### src/rtl/pipeline_pkg.sv
// Shared fetch-stage types and constants: widths, bubble instruction, FSM states, IF/ID payload.
package pipeline_pkg;

  localparam int unsigned ADDR_W = 32;
  localparam int unsigned DATA_W = 32;

  localparam logic [DATA_W-1:0] NOP_INSTR = DATA_W'(0);

  typedef enum logic [1:0] {
    BOOT = 2'd0,
    RUN  = 2'd1,
    HALT = 2'd2
  } fetch_state_t;

  typedef struct packed {
    logic [DATA_W-1:0] instr;
    logic [ADDR_W-1:0] pc_plus1;
    logic              valid;
  } if_id_t;

endpackage

### src/rtl/pc_fetch_unit_if.sv
// Fetch-stage bus: redirect/stall/halt controls, instruction-memory port and IF/ID outputs.
interface pc_fetch_unit_if;
  import pipeline_pkg::*;

  logic              stall_i;
  logic              branch_taken_i;
  logic [ADDR_W-1:0] branch_target_i;
  logic              jump_i;
  logic [ADDR_W-1:0] jump_target_i;
  logic              halt_i;
  logic [ADDR_W-1:0] imem_addr_o;
  logic [DATA_W-1:0] imem_rdata_i;
  logic [ADDR_W-1:0] pc_o;
  logic [DATA_W-1:0] if_id_instr_o;
  logic [ADDR_W-1:0] if_id_pc_plus1_o;
  logic              if_id_valid_o;
  logic              halted_o;

  modport slave (
    input  stall_i, branch_taken_i, branch_target_i, jump_i, jump_target_i,
           halt_i, imem_rdata_i,
    output imem_addr_o, pc_o, if_id_instr_o, if_id_pc_plus1_o, if_id_valid_o,
           halted_o
  );

  modport master (
    output stall_i, branch_taken_i, branch_target_i, jump_i, jump_target_i,
           halt_i, imem_rdata_i,
    input  imem_addr_o, pc_o, if_id_instr_o, if_id_pc_plus1_o, if_id_valid_o,
           halted_o
  );

endinterface

### src/rtl/next_pc_sel.sv
// Combinational next-PC priority mux: halt > branch > jump > stall > PC+1, gated by fetch state.
module next_pc_sel
  import pipeline_pkg::*;
(
  input  logic [ADDR_W-1:0] pc_i,
  input  logic              branch_taken_i,
  input  logic [ADDR_W-1:0] branch_target_i,
  input  logic              jump_i,
  input  logic [ADDR_W-1:0] jump_target_i,
  input  logic              stall_i,
  input  logic              halt_i,
  input  fetch_state_t      state_i,
  output logic [ADDR_W-1:0] next_pc_o_c,
  output logic [ADDR_W-1:0] pc_plus1_o_c,
  output logic              load_if_id_o_c,
  output logic              bubble_o_c
);

  assign pc_plus1_o_c = pc_i + ADDR_W'(1);

  // BOOT and HALT freeze the PC and keep IF/ID a bubble; control inputs only matter in RUN.
  always_comb begin
    next_pc_o_c    = pc_i;
    load_if_id_o_c = 1'b1;
    bubble_o_c     = 1'b1;
    if (state_i == RUN) begin
      if (halt_i) begin
        next_pc_o_c = pc_i;
      end else if (branch_taken_i) begin
        next_pc_o_c = branch_target_i;
      end else if (jump_i) begin
        next_pc_o_c = jump_target_i;
      end else if (stall_i) begin
        load_if_id_o_c = 1'b0;
        bubble_o_c     = 1'b0;
      end else begin
        next_pc_o_c = pc_plus1_o_c;
        bubble_o_c  = 1'b0;
      end
    end
  end

endmodule

### src/rtl/pc_fetch_unit.sv
// Instruction-fetch stage: PC register, IF/ID pipeline register and BOOT/RUN/HALT sequencing.
module pc_fetch_unit #(
  parameter logic [pipeline_pkg::ADDR_W-1:0] RESET_PC  = pipeline_pkg::ADDR_W'(0),
  parameter logic [pipeline_pkg::DATA_W-1:0] NOP_INSTR = pipeline_pkg::NOP_INSTR
) (
  input logic             clk,
  input logic             rst_n,
  pc_fetch_unit_if.slave  bus
);
  import pipeline_pkg::*;

  fetch_state_t      state_q, state_d;
  logic [ADDR_W-1:0] pc_q, pc_d;
  if_id_t            if_id_q, if_id_d;
  logic              halted_q, halted_d;

  logic [ADDR_W-1:0] next_pc;
  logic [ADDR_W-1:0] pc_plus1;
  logic              load_if_id;
  logic              bubble;

  next_pc_sel u_next_pc_sel (
    .pc_i            (pc_q),
    .branch_taken_i  (bus.branch_taken_i),
    .branch_target_i (bus.branch_target_i),
    .jump_i          (bus.jump_i),
    .jump_target_i   (bus.jump_target_i),
    .stall_i         (bus.stall_i),
    .halt_i          (bus.halt_i),
    .state_i         (state_q),
    .next_pc_o_c     (next_pc),
    .pc_plus1_o_c    (pc_plus1),
    .load_if_id_o_c  (load_if_id),
    .bubble_o_c      (bubble)
  );

  always_ff @(posedge clk or negedge rst_n) begin
    if (!rst_n) begin
      state_q          <= BOOT;
      pc_q             <= RESET_PC;
      if_id_q.instr    <= NOP_INSTR;
      if_id_q.pc_plus1 <= ADDR_W'(0);
      if_id_q.valid    <= 1'b0;
      halted_q         <= 1'b0;
    end else begin
      state_q  <= state_d;
      pc_q     <= pc_d;
      if_id_q  <= if_id_d;
      halted_q <= halted_d;
    end
  end

  // Next state plus PC / IF/ID update; a bubble clears the whole payload.
  always_comb begin
    state_d  = state_q;
    pc_d     = next_pc;
    if_id_d  = if_id_q;
    unique case (state_q)
      BOOT:    state_d = RUN;
      RUN:     state_d = bus.halt_i ? HALT : RUN;
      HALT:    state_d = HALT;
      default: state_d = BOOT;
    endcase
    halted_d = (state_d == HALT);
    if (load_if_id) begin
      if (bubble) begin
        if_id_d.instr    = NOP_INSTR;
        if_id_d.pc_plus1 = ADDR_W'(0);
        if_id_d.valid    = 1'b0;
      end else begin
        if_id_d.instr    = bus.imem_rdata_i;
        if_id_d.pc_plus1 = pc_plus1;
        if_id_d.valid    = 1'b1;
      end
    end
  end

  assign bus.imem_addr_o      = pc_q;
  assign bus.pc_o             = pc_q;
  assign bus.if_id_instr_o    = if_id_q.instr;
  assign bus.if_id_pc_plus1_o = if_id_q.pc_plus1;
  assign bus.if_id_valid_o    = if_id_q.valid;
  assign bus.halted_o         = halted_q;

endmodule

### src/flat_wrapper.sv
// flat-port wrapper written by rule: the top's interface ports become plain ports
module pc_fetch_unit_flat import pipeline_pkg::*;
#(
  parameter logic [pipeline_pkg::ADDR_W-1:0] RESET_PC  = pipeline_pkg::ADDR_W'(0),
  parameter logic [pipeline_pkg::DATA_W-1:0] NOP_INSTR = pipeline_pkg::NOP_INSTR
)
  (clk, rst_n, bus_stall_i, bus_branch_taken_i, bus_branch_target_i, bus_jump_i, bus_jump_target_i, bus_halt_i, bus_imem_rdata_i, bus_imem_addr_o, bus_pc_o, bus_if_id_instr_o, bus_if_id_pc_plus1_o, bus_if_id_valid_o, bus_halted_o);
  pc_fetch_unit_if bus_i ();
  input logic clk;
  input logic rst_n;
  input wire logic [$bits(bus_i.stall_i)-1:0] bus_stall_i;
  input wire logic [$bits(bus_i.branch_taken_i)-1:0] bus_branch_taken_i;
  input wire logic [$bits(bus_i.branch_target_i)-1:0] bus_branch_target_i;
  input wire logic [$bits(bus_i.jump_i)-1:0] bus_jump_i;
  input wire logic [$bits(bus_i.jump_target_i)-1:0] bus_jump_target_i;
  input wire logic [$bits(bus_i.halt_i)-1:0] bus_halt_i;
  input wire logic [$bits(bus_i.imem_rdata_i)-1:0] bus_imem_rdata_i;
  output wire logic [$bits(bus_i.imem_addr_o)-1:0] bus_imem_addr_o;
  output wire logic [$bits(bus_i.pc_o)-1:0] bus_pc_o;
  output wire logic [$bits(bus_i.if_id_instr_o)-1:0] bus_if_id_instr_o;
  output wire logic [$bits(bus_i.if_id_pc_plus1_o)-1:0] bus_if_id_pc_plus1_o;
  output wire logic [$bits(bus_i.if_id_valid_o)-1:0] bus_if_id_valid_o;
  output wire logic [$bits(bus_i.halted_o)-1:0] bus_halted_o;
  assign bus_i.stall_i = bus_stall_i;
  assign bus_i.branch_taken_i = bus_branch_taken_i;
  assign bus_i.branch_target_i = bus_branch_target_i;
  assign bus_i.jump_i = bus_jump_i;
  assign bus_i.jump_target_i = bus_jump_target_i;
  assign bus_i.halt_i = bus_halt_i;
  assign bus_i.imem_rdata_i = bus_imem_rdata_i;
  assign bus_imem_addr_o = bus_i.imem_addr_o;
  assign bus_pc_o = bus_i.pc_o;
  assign bus_if_id_instr_o = bus_i.if_id_instr_o;
  assign bus_if_id_pc_plus1_o = bus_i.if_id_pc_plus1_o;
  assign bus_if_id_valid_o = bus_i.if_id_valid_o;
  assign bus_halted_o = bus_i.halted_o;
  pc_fetch_unit #(.RESET_PC(RESET_PC), .NOP_INSTR(NOP_INSTR)) u_core (.clk(clk), .rst_n(rst_n), .bus(bus_i));
endmodule
### config.mk
export PLATFORM = sky130hd
export DESIGN_NAME = pc_fetch_unit_flat
export DESIGN_NICKNAME = d
export VERILOG_FILES = /design/src/rtl/pipeline_pkg.sv /design/src/rtl/pc_fetch_unit_if.sv /design/src/rtl/next_pc_sel.sv /design/src/rtl/pc_fetch_unit.sv /design/src/flat_wrapper.sv
export SDC_FILE = /design/constraint.sdc
export NUM_CORES = 1
export LEC_CHECK = 0
export BUFFER_PORTS_ARGS = -buffer_cell sky130_fd_sc_hd__buf_2
export CORE_MARGIN = 5
export CORE_UTILIZATION = 50
export DETAILED_ROUTE_END_ITERATION = 8
export PLACE_DENSITY = 0.82
export SLEW_MARGIN = 20
export SYNTH_ARGS = -nofsm -noshare
export SYNTH_HDL_FRONTEND = slang
export SYNTH_SLANG_ARGS = --single-unit
export TNS_END_PERCENT = 30
### constraint.sdc
create_clock -name clk -period 4.73 [get_ports clk]
set_clock_uncertainty 0.1 [all_clocks]
set_input_delay 0.473 -clock clk [delete_from_list [all_inputs] [get_ports clk]]
set_output_delay 0.473 -clock clk [all_outputs]
set_load 0.02 [all_outputs]
---- Yosys cells after proc, flatten, opt, wreduce, memory -nomap -nowiden ----
Cells that the tools add are included.
word-level totals
  register bits ........................... 100
  input bits .............................. 102
  output and inout port bits .............. 130
cells by class
  $add $sub $neg .......................... 1
  equal/unequal tests ..................... 4
  mux-type cells .......................... 15
  bitwise operators ....................... 1
  reductions and logical operators ........ 2
operators with widths
  cell                                                                     count
  32-bit two-way mux                                                       3
  65-bit two-way mux                                                       1
  32-bit by 1-bit adder with 32-bit output, second input constant          1
  1-bit two-way mux                                                        9
  2-bit one-hot mux with 3 select lines                                    1
  2-bit equality test, second input constant                               2
  3-bit by 1-bit inequality test with 1-bit output, second input constant  1
  3-bit AND reduction                                                      1
  2-bit by 1-bit equality test with 1-bit output, second input constant    1
  2-bit logical NOT                                                        1
  2-bit two-way mux                                                        1
  1-bit NOT                                                                1

---- Depth between registers and ports, before layout ----
  depth in word-level cells ............... 5
  gate-level depth with buffers ........... 8
  mapped depth without buffers ............ 6

---- By module ----
From an unflattened synthesis, not the netlist that was laid out.
second synthesis, totals
  cell total of the unflattened synthesis .. 738
  area, all modules ....................... 6413.7 µm²
by module, submodules not included
  module         times used  cells each  area each (µm²)  seq. area each (µm²)
  pc_fetch_unit  1           351         4006.3           2502.4
  next_pc_sel    1           387         2407.3           0.0

---- Least setup slack after synthesis ----
No wires, ideal clock.
  path kind ............................... register -> register
  start point ............................. register u_core.pc_q[0] (netlist: u_core.bus.imem_addr_o[0])
  end point ............................... register u_core.pc_q[20] (netlist: u_core.bus.imem_addr_o[20])
  library setup time ...................... 0.069 ns
  arrival time ............................ 2.054 ns
  slack ................................... 2.506 ns
  stages on the path, launching flop included .. 7
  path buffers ............................ 0
  period minus slack after synthesis ...... 2.224 ns
  path through ............................ dfrtp_1 -> ha_1 -> nand2_1 -> nor4_4 -> nand3_4 -> or4_1 -> nand3_1
on the way
  longest elaborated chain between the ends .. 4
ends and longest elaborated chain
  item                                      RTL line             source
  start, declared                           pc_fetch_unit.sv:13  logic [ADDR_W-1:0] pc_q, pc_d;
  start signal, assigned                    pc_fetch_unit.sv:47  pc_q <= pc_d;
  32-bit by 1-bit adder with 32-bit output  next_pc_sel.sv:19    assign pc_plus1_o_c = pc_i + ADDR_W'(1);
  32-bit two-way mux                        next_pc_sel.sv:33    end else if (stall_i) begin
  32-bit two-way mux                        next_pc_sel.sv:31    end else if (jump_i) begin
  32-bit two-way mux                        next_pc_sel.sv:29    end else if (branch_taken_i) begin
No other way between the ends. The select of a mux whose other input is x is not followed.
A chain may end at the register's enable or synchronous reset.

---- Worst setup path in the final report ----
  start point ............................. register u_core.pc_q[0] (netlist: u_core.bus.imem_addr_o[0])
  end point ............................... register u_core.pc_q[24] (netlist: u_core.bus.imem_addr_o[24])
Same word-level chain as after synthesis.

==> run metrics <==
status=finished, violations left; busiest layer in global routing=met2; post-synthesis cell count=around 560; post-place instance area=about 6400 sq um; synthesized cell area=about 5400 sq um; Worst-Margin Slew=just under 0.9 ns; drt first pass iters=5; chip width=about 110 microns; die height=between 100 and 150 microns; wire per inst=18.5 microns; hold buffers post-CTS=0; failing checks=hold timing; number of synthesized flops with an enable pin=0; Crit path required time=around 4.9 ns; via/cell ratio=5.67; global routing usage on met2=41.0%; clock sink count=100; worst setup margin=between 2 and 2.5 ns; Max FO, Critical Path=10; final wirelength=between 15 and 20 mm; Layout area overhead=21.9%; Reg clk slew, reported paths=0.11 ns; CP peak stage delay=0.69 ns; PostCTS Resize Cnt=0; htree depth=3; Synth Net Count=667; unrepaired setup endpoints after global routing=no; fin crit period=2.66 ns; first-pass GRT wire length=approximately 26 mm; post-synthesis sequential area ratio=a little under half; Routed Antenna Nets=0; slowest cell on the critical path=nor4_4; Synth Area in XOR/XNOR=4.54%; CTS Buffer Depth=2; Distinct cells, synth=between 50 and 60; Hold Slack=-0.00342 ns; CP Launch Type=flop; initial antenna violation count=0; Buffers on Ports=231; Max Cap Viol=0; initial DRC count=a little over 300; die area=approximately 13,000 sq um; grt total ovfl=0; post-synthesis mux area share=8.18%; CTS Root Cell=clkbuf_8; number of diodes=0; synthesized area per cell=9.57 sq um; DRC=0; Final Non-Filler Cells=889; CTS tree=yes; clk_lat worst skew=0.37 ns; Total GRT Usage=between 20% and 30%; Detailed Place HPWL=12.2 mm; Tcrit/Tclk final=56.3%; yosys warns=0; main combinational cell family by area after synthesis=compound AO/OA/AOI/OAI gates; Peak Freq=376 MHz; post-synthesis adder-cell area fraction=0.232%; most frequent cells in the layout=buf_2, dfrtp_1, nor2_1; Post-synth ARST share=100%; Post-CTS Setup Repair Bufs=0; met3 Usage GRT=around 4.8%; Setup TNS=0 ns; Worst Path Class, Setup=reg2reg; cts bufs inserted=9; final instance area=6580 sq um; LEAKAGE=3.36 nW; Initial Util=50.5%; Pwr Density=roughly 480 nW/um^2; Hold Vio Cnt, Final=3; synthesized-area fraction occupied by and/or/nand/nor cells=between 15 and 20%; fraction of layout cells with a size suffix above 1=36.0%; post-layout net count=847; largest net degree at the start of global routing=54; dominant synthesized flop cell=dfrtp_1; Final Wtd Congestion=slightly below 0.9; WP data arrival=between 2 and 3 ns; total number of vias=5,043; vias in the first global route=5,015; crit-path leading delay family=simple AND/OR/NAND/NOR gates; Slew Limit Fails=0; fraction of the mapped netlist area in compound gates=17.1%; Buf/Inv on CP=0; core area=between 10,000 and 15,000 sq um; critical path, cell by cell=ha_1 > nand2_1 > nor4_4 > nand4_1 > o31a_1 > o22ai_1; relative slew slack=40.8%; # IOs=232; worst vdd ir=between 0.2 and 0.3 mV; placed cells=873; M1 GR Usage=33.2%; CP Capture Type=flop; commonest non-fill, non-tap cell in the layout=buf_2; pre-CTS setup slack=1.77 ns; Synth Register Bits=100; final setup violation count=0; FP Rows=38; HP Class=in2async
## logic make-up after synthesis
group / Yosys count
compound gates: 150
mux: 44
xor+xnor: 28
simple gates: 160
flops: 100
fa+ha+maj: 1
buf+inv: 81
## metal layers
| layer | part of all wire, % | vias up | wire [microns] |
|---|---|---|---|
| li1 | - | 2335 | - |
| met1 | 42 | 2419 | 6820 |
| met2 | 48 | 261 | 7830 |
| met3 | 8.3 | 28 | 1360 |
| met4 | 2.6 | 0 | 421 |
| met5 | 0 | - | 0 |
## report_power, final
part           switching, mW  total (mW)  internal, mW
logic                  0.849        1.32         0.468
clock network          0.320       0.518         0.199
registers              0.295        1.31          1.01
## path summary, 6_finish.rpt
path | to | depth (start not counted) | slack [ns] | from
worst max-delay path | u_core.bus.imem_addr_o[24] | 6 | 2.07 | u_core.bus.imem_addr_o[0]
worst min-delay path | u_core.bus.imem_addr_o[19] | 1 | -0.003 | rst_n
worst max register to register | u_core.bus.imem_addr_o[24] | 6 | 2.07 | u_core.bus.imem_addr_o[0]
worst min register to register | u_core.bus.if_id_valid_o | 1 | 0.40 | u_core.bus.if_id_valid_o
max in group asynchronous | u_core.bus.if_id_pc_plus1_o[11] | 2 | 3.39 | rst_n
min in group clk | u_core.state_q[0] | 2 | 0.24 | bus_halt_i
## metrics by stage
stage                     utilization [%]  power (mW)
after global placement               59.7        2.60
after floorplan                         -        2.27
after global routing                 61.5        3.32
after CTS                            61.5        3.15
after detailed placement             59.7        2.63
final                                61.5        3.14
## final cells by class
class                   instances  area, sq um
repair buffers                236         1200
inverters                      14         52.6
clock inverters                 7         60.1
multi-input cells             383         2470
flip-flops and latches        100         2500
well taps                     140          175
clock buffers                   9          124
fillers                       915         4120
## sequential cells by signal, summed over array words and instances (netlist names)
register / cells
u_core.state_q: 2
u_core.bus.imem_addr_o: 32
u_core.bus.if_id_instr_o: 32
u_core.bus.if_id_valid_o: 1
u_core.bus.halted_o: 1
u_core.bus.if_id_pc_plus1_o: 32
## synthesized netlist by cell type (5+ instances only)
| cell type | instances | share of area (%) |
|---|---|---|
| nand2_1 | 35 | 2.4 |
| o31a_1 | 7 | 1.1 |
| buf_4 | 33 | 4.6 |
| and2_1 | 6 | 0.70 |
| a21oi_1 | 49 | 4.5 |
| nor2_1 | 60 | 4.2 |
| o21ai_0 | 42 | 3.9 |
| xnor2_1 | 12 | 1.9 |
| o211ai_1 | 5 | 0.70 |
| inv_1 | 11 | 0.76 |
| and3_1 | 8 | 0.93 |
| mux2i_1 | 43 | 8.0 |
| xor2_1 | 16 | 2.6 |
| dfrtp_1 | 100 | 46 |
| a22oi_1 | 10 | 1.4 |
| clkbuf_1 | 25 | 1.7 |
| nand4_1 | 8 | 0.93 |
| o22ai_1 | 11 | 1.3 |
| nand3_1 | 16 | 1.5 |
Power figures use the tool's default switching activity.
